## config.mk

```make
export PLATFORM = sky130hd
export DESIGN_NAME = charbuf_writer
export DESIGN_NICKNAME = d
export VERILOG_FILES = /design/src/rtl/charbuf_pkg.sv /design/src/rtl/charbuf_writer.sv
export SDC_FILE = /design/constraint.sdc
export NUM_CORES = 1
export LEC_CHECK = 0
export BUFFER_PORTS_ARGS = -buffer_cell sky130_fd_sc_hd__buf_2
export CAP_MARGIN = 20
export CORE_UTILIZATION = 58
export DETAILED_ROUTE_END_ITERATION = 8
export PLACE_DENSITY = 0.82
export SYNTH_ARGS = -nofsm -noshare
export SYNTH_HDL_FRONTEND = slang
export SYNTH_SLANG_ARGS = --single-unit
```

## constraint.sdc

```tcl
create_clock -name clk -period 2.7 [get_ports clk]
set_input_delay 0 -clock clk [delete_from_list [all_inputs] [get_ports clk]]
set_output_delay 0 -clock clk [all_outputs]
set_load 0.03 [all_outputs]
```

## src/rtl/charbuf_pkg.sv

```systemverilog
`default_nettype none
// ============================================================================
//  Module      : charbuf_pkg
//  Description : Shared constants, control codes and state encoding for the
//                character-buffer writer.
//  Revision    : 1.0 - initial release
// ============================================================================
package charbuf_pkg;

  localparam int COLS   = 64;
  localparam int ROWS   = 64;
  localparam int ADDR_W = 12;

  localparam logic [7:0] CLR_CHAR = 8'h20;

  // Host control codes
  localparam logic [7:0] CR = 8'h0D;
  localparam logic [7:0] LF = 8'h0A;
  localparam logic [7:0] BS = 8'h08;
  localparam logic [7:0] FF = 8'h0C;

  typedef enum logic [0:0] {
    ST_IDLE  = 1'b0,
    ST_CLEAR = 1'b1
  } state_t;

  // Bytes that land in the buffer as visible glyphs
  function automatic logic is_printable(input logic [7:0] b);
    return (b >= 8'h20) && (b <= 8'h7E);
  endfunction

endpackage
`default_nettype wire

```

## src/rtl/charbuf_writer.sv

```systemverilog
`default_nettype none
// ============================================================================
//  Module      : charbuf_writer
//  Description : Turns a host byte stream into character-buffer writes with a
//                cursor, handling CR / LF / BS / FF and row / screen clears.
//                Optional macro CHARBUF_WRITER_CLEAR_ON_RESET_EN makes reset
//                start a full-screen clear instead of going idle.
//  Revision    : 1.0 - initial release
// ============================================================================
module charbuf_writer
  import charbuf_pkg::*;
(
  input  logic              clk,
  input  logic              reset,
  input  logic [7:0]        in_data,
  input  logic              in_valid,
  output logic              in_ready,
  output logic [ADDR_W-1:0] ada,
  output logic [7:0]        din,
  output logic              cea,
  output logic [5:0]        cursor_row,
  output logic [5:0]        cursor_col,
  output logic              busy
);

  localparam int ROW_W = $clog2(ROWS);
  localparam int COL_W = $clog2(COLS);

  state_t              r_state,    w_state;
  logic [ROW_W-1:0]    r_row,      w_row;
  logic [COL_W-1:0]    r_col,      w_col;
  logic [ADDR_W-1:0]   r_clr_addr, w_clr_addr;
  logic                r_clr_full, w_clr_full;
  logic                r_wrap_pend, w_wrap_pend;
  logic                r_chr_wr,   w_chr_wr;
  logic [ADDR_W-1:0]   r_ada,      w_ada;
  logic [7:0]          r_din,      w_din;

  logic [ROW_W-1:0]    w_row_inc;
  logic                w_accept;
  logic                w_clr_done;

  assign w_row_inc = r_row + ROW_W'(1);
  // A wrap-pending character write holds off the host for one cycle
  // so that the row clear cannot overlap the glyph write.
  assign in_ready  = (r_state == ST_IDLE) && !r_wrap_pend;
  assign w_accept  = in_valid && in_ready;
  assign busy      = (r_state == ST_CLEAR);

  // Full clears stop at the top address, row clears at the last column
  assign w_clr_done = r_clr_full ? (r_clr_addr == {ADDR_W{1'b1}})
                                 : (r_clr_addr[COL_W-1:0] == {COL_W{1'b1}});

  // Clear writes come straight from the counter; glyph writes are registered
  assign cea        = r_chr_wr || busy;
  assign ada        = busy ? r_clr_addr : r_ada;
  assign din        = busy ? CLR_CHAR   : r_din;
  assign cursor_row = r_row;
  assign cursor_col = r_col;

  // Next-state, cursor and write scheduling
  always_comb begin
    w_state     = r_state;
    w_row       = r_row;
    w_col       = r_col;
    w_clr_addr  = r_clr_addr;
    w_clr_full  = r_clr_full;
    w_wrap_pend = r_wrap_pend;
    w_chr_wr    = 1'b0;
    w_ada       = r_ada;
    w_din       = r_din;

    case (r_state)
      ST_IDLE: begin
        if (r_wrap_pend) begin
          w_wrap_pend = 1'b0;
          w_state     = ST_CLEAR;
        end else if (w_accept) begin
          if (is_printable(in_data)) begin
            w_chr_wr = 1'b1;
            w_ada    = {r_row, r_col};
            w_din    = in_data;
            if (r_col == COL_W'(COLS - 1)) begin
              w_col       = '0;
              w_row       = w_row_inc;
              w_clr_addr  = {w_row_inc, {COL_W{1'b0}}};
              w_clr_full  = 1'b0;
              w_wrap_pend = 1'b1;
            end else begin
              w_col = r_col + COL_W'(1);
            end
          end else begin
            case (in_data)
              CR: w_col = '0;
              LF: begin
                w_row      = w_row_inc;
                w_clr_addr = {w_row_inc, {COL_W{1'b0}}};
                w_clr_full = 1'b0;
                w_state    = ST_CLEAR;
              end
              BS: if (r_col != '0) w_col = r_col - COL_W'(1);
              FF: begin
                w_clr_addr = '0;
                w_clr_full = 1'b1;
                w_state    = ST_CLEAR;
              end
              default: ;
            endcase
          end
        end
      end
      ST_CLEAR: begin
        if (w_clr_done) begin
          w_state = ST_IDLE;
          if (r_clr_full) begin
            w_row = '0;
            w_col = '0;
          end
        end else begin
          w_clr_addr = r_clr_addr + ADDR_W'(1);
        end
      end
      default: w_state = ST_IDLE;
    endcase
  end

  // State and datapath registers; reset cancels any pending or ongoing write
  always_ff @(posedge clk) begin
    if (reset) begin
      r_row       <= '0;
      r_col       <= '0;
      r_wrap_pend <= 1'b0;
      r_chr_wr    <= 1'b0;
      r_ada       <= '0;
      r_din       <= '0;
      r_clr_addr  <= '0;
`ifdef CHARBUF_WRITER_CLEAR_ON_RESET_EN
      r_state     <= ST_CLEAR;
      r_clr_full  <= 1'b1;
`else
      r_state     <= ST_IDLE;
      r_clr_full  <= 1'b0;
`endif
    end else begin
      r_state     <= w_state;
      r_row       <= w_row;
      r_col       <= w_col;
      r_clr_addr  <= w_clr_addr;
      r_clr_full  <= w_clr_full;
      r_wrap_pend <= w_wrap_pend;
      r_chr_wr    <= w_chr_wr;
      r_ada       <= w_ada;
      r_din       <= w_din;
    end
  end

endmodule
`default_nettype wire

```

==> flow_metrics.py <==
metrics = {
    "run_status": {
        "status": "complete, no violations",
    },
    "drt": {
        "final_routed_drc_violation_total": 0,
        "ant_nets": 0,
        "detail_route.iter0.violations": 174,
        "postRouteWirelength_um": 6960,
        "drtPass1Iterations": 4,
        "post_drt_wl_per_cell_um": 15.8,
        "vias_per_cell": 6.08,
        "detailroute.via_count": 2680,
    },
    "placed_design": {
        "gp_routability_congestion": 0.861,
        "place_worst_setup_slack_ns": 0.559,
        "io_buffers": 45,
        "dpl.hpwl_um": 4880,
    },
    "finish": {
        "fillerInstances": 386,
        "area.growth.synth_to_final_pct": 11.7,
        "antennaDiodeCount": 0,
        "final_layout_size_suffix_gt1_frac": 0.230,
        "finalNetCount": 390,
    },
    "setup_path": {
        "cp-end-kind": "register",
        "worstPathArrival_ns": 2.46,
        "timing.critical_path.cells": "ha_1 > nand3_1 > or2_0 > o31ai_1 > a21oi_1 > a211oi_1",
        "worst-path-max-fanout": 6,
        "timing.reg2reg.setup_slack_ns": 0.44,
        "worstReg2RegStart": "cursor_col[0]",
        "crit_slowest_cell": "o31ai_1",
        "startpoint_type_of_the_worst_setup_path": "register",
        "reg2reg_depth": 6,
        "crit-reg2reg-capture": "r_clr_addr[9]",
        "worst-endpoint-required_ns": 2.90,
        "timing.setup.critical_path_class": "reg -> reg",
        "cp_slowest_stage_delay_ns": 0.69,
    },
    "clocking": {
        "clock_insertion_delay_worst_skew_ns": 0.29,
        "cts_buffers": 5,
        "cts_hold_repair.buffers": 1,
        "tritoncts": "built",
        "cts.repair_timing.setup_buffer_count": 0,
        "clk_path_buf_depth": 2,
        "number_of_h_tree_levels": 2,
        "worst_setup_hold_path_clk_slew_ns": 0.08,
        "cts-root-buf": "clkbuf_8",
        "cts.repair.resized": 0,
        "clkSinkCount": 48,
    },
    "min_path": {
        "min_delay_worst_endpoint": "r_din[5]",
        "hold-path-cell-count": 3,
        "min_path_type": "in -> reg",
        "worstHoldStart": "in_data[5]",
    },
    "floorplan": {
        "initial_core_util": 0.605,
        "rows": 25,
        "die_x_um": 72.2,
        "die_y_um": 72.2,
        "core_area_sq_um": 4720,
        "design.die.area_sq_um": 5210,
        "io-pin-count": 46,
    },
    "synth": {
        "synth_compound_gate_area_share": 0.194,
        "synth_flop_cell": "dfxtp_1",
        "yosys.area_share.xor_xnor": 0.0460,
        "synth_edf_count": 0,
        "mapped_nets": 352,
        "synth-simple-area-share": 0.254,
        "main_combinational_cell_family_by_area_after_synthesis": "simple AND/OR/NAND/NOR gates",
        "synth_cell_types": 65,
        "synthTopCellsByArea": "dfxtp_1 (34%), mux2i_1 (5.6%), mux2_2 (3.9%)",
        "post_synth_fa_ha_maj_area_fraction": 0.0219,
        "share_of_cell_area_taken_by_muxes_after_synthesis": 0.0954,
        "synth_area_sq_um": 2860,
        "post_synthesis_cell_count": 336,
        "synth_top_area_cell": "dfxtp_1",
        "synth-async-reset-ratio": 0,
        "synth.avg_cell_area_sq_um": 8.51,
        "ys_seq_elements": 48,
        "synth_sequential_area_ratio": 0.336,
        "netlist.area_leader.share": 0.336,
        "synth-warning-count": 0,
    },
    "timing": {
        "layout_worst_path_cycle_share": 0.835,
        "finalSetupTns_ns": 0,
        "worstMarginPinSlew_ns": 0.976,
        "grt_setup_unrepaired": "no",
        "fin_ws_ns": 0.445,
        "layout_min_cycle_time_ns": 2.26,
        "worst_slew_slack_as_a_fraction_of_its_limit": 0.349,
        "max_slew_vio_count": 0,
        "finalSetupViolCount": 0,
        "worst_clock_skew_ns": 0.00457,
        "hold_violations": 0,
        "achievable-frequency_mhz": 443,
    },
    "power": {
        "sw_frac": 0.252,
        "power.share.clock": 0.323,
        "power.static_leakage_nw": 1.30,
        "internal_power_uw": 935,
        "power-per-cell-area_nw_per_um2": 391,
        "power.combinational.fraction": 0.102,
        "switching_power_uw": 315,
        "peakVddDrop_mv": 0.252,
        "share_seq_of_total_power": 0.576,
    },
    "job": {
        "max_cap_violations": 0,
    },
    "grt": {
        "largest_net_degree_at_the_start_of_global_routing": 56,
        "wire_length_of_the_first_global_routing_pass_um": 11600,
        "global_route.overflow_total": 0,
        "antenna_found_initial": 0,
        "grt.total_usage": 0.279,
        "number_of_global_route_vias_before_repair": 2440,
    },
}
## cells in the mapped netlist, drive strengths merged, types with 2 or more instances
master,n
a221oi,3
o221a,2
or3,3
nand2b,6
xnor2,11
mux2,10
or2,4
nor2,29
nor3,14
a2bb2oi,4
nand3,15
o22ai,3
ha,5
nand2,20
inv,14
a211o,4
and3,3
buf,10
o31ai,3
nand3b,4
clkbuf,10
xor2,4
mux2i,16
dfxtp,48
o21ai,14
o32ai,7
a21oi,24
nand4,6
nor4b,2
nor4,3
or4,2
and2,2
nand4b,2
nor2b,7
a211oi,6
## placed cells by master (no fill, tap or decap), types with 5 or more instances in the layout
cell type	count
dfxtp_1	48
buf_2	45
nor2_1	28
a21oi_1	22
nand2_1	19
mux2i_1	16
inv_1	14
nand3_1	14
nor3_1	14
o21ai_0	13
xnor2_1	11
mux2_2	10
nor2b_1	7
o32ai_1	7
nand2b_1	6
a211oi_1	6
ha_1	5
clkbuf_8	5
buf_4	5
## registers in the layout (all words and copies together) (netlist names)
name         cells
r_chr_wr         1
r_wrap_pend      1
r_ada           12
busy             1
r_clr_addr      12
r_clr_full       1
cursor_col       6
r_din            8
cursor_row       6
## worst max-delay path, delay by kind of cell, from the launching register on
kind                     cells  cell delay, ns
adder cells (fa/ha/maj)      1            0.23
flip-flops                   1            0.41
AND/OR/NAND/NOR              2            0.42
AO/OA/AOI/OAI                3            1.09
## power groups by stage
stage	Combinational (mW)	Clock [mW]	Sequential, mW
floorplan	0.0885	0	0.737
global placement	0.123	0	0.736
detailed placement	0.125	0	0.736
CTS	0.126	0.408	0.720
global route	0.138	0.437	0.721
finish	0.127	0.403	0.720
## kinds of logic after synthesis
group,count (synthesis)
buf+inv,34
flops,48
xor+xnor,15
compound gates,80
mux,26
simple gates,128
fa+ha+maj,5
## layout make-up
class | instances | area, sq um | area share
multi-input cells | 254 | 1750 | 0.547
flip-flops and latches | 48 | 961 | 0.301
repair buffers | 51 | 273 | 0.0854
well taps | 67 | 83.8 | 0.0262
clock buffers | 6 | 72.6 | 0.0227
inverters | 14 | 52.6 | 0.0165
clock inverters | 1 | 5.00 | 0.00157
## how the worst max path moves through the flow
stage / from / to / slack, ns / depth (start not counted)
after floorplan: busy / cursor_row[1] / 0.61 / 7
after global placement: cursor_col[0] / r_clr_addr[7] / 0.60 / 6
after detailed placement: cursor_col[0] / r_clr_addr[10] / 0.56 / 6
after CTS: cursor_col[0] / r_clr_addr[9] / 0.51 / 6
after global routing: cursor_col[0] / r_clr_addr[9] / 0.24 / 6
final: cursor_col[0] / r_clr_addr[9] / 0.44 / 6
## routing by layer
metal | track usage | routed length [um] | vias up
li1 | - | - | 1304
met1 | 0.382 | 3120 | 1261
met2 | 0.439 | 3330 | 106
met3 | 0.0514 | 418 | 9
met4 | 0.100 | 90 | 0
met5 | 0 | 0 | -
## metrics by stage
stage | cell area, sq um | std cells | utilization | hold slack [ns] | power, mW
floorplan | 2860 | 336 | - | 0.144 | 0.825
global placement | 3110 | 433 | 0.658 | 0.299 | 0.859
detailed placement | 3110 | 433 | 0.658 | 0.311 | 0.861
CTS | 3190 | 441 | 0.676 | 0.0229 | 1.25
global route | 3190 | 441 | 0.676 | 0.0377 | 1.30
finish | 3190 | 441 | 0.676 | 0.0223 | 1.25
(Power assumes the default switching activity.)
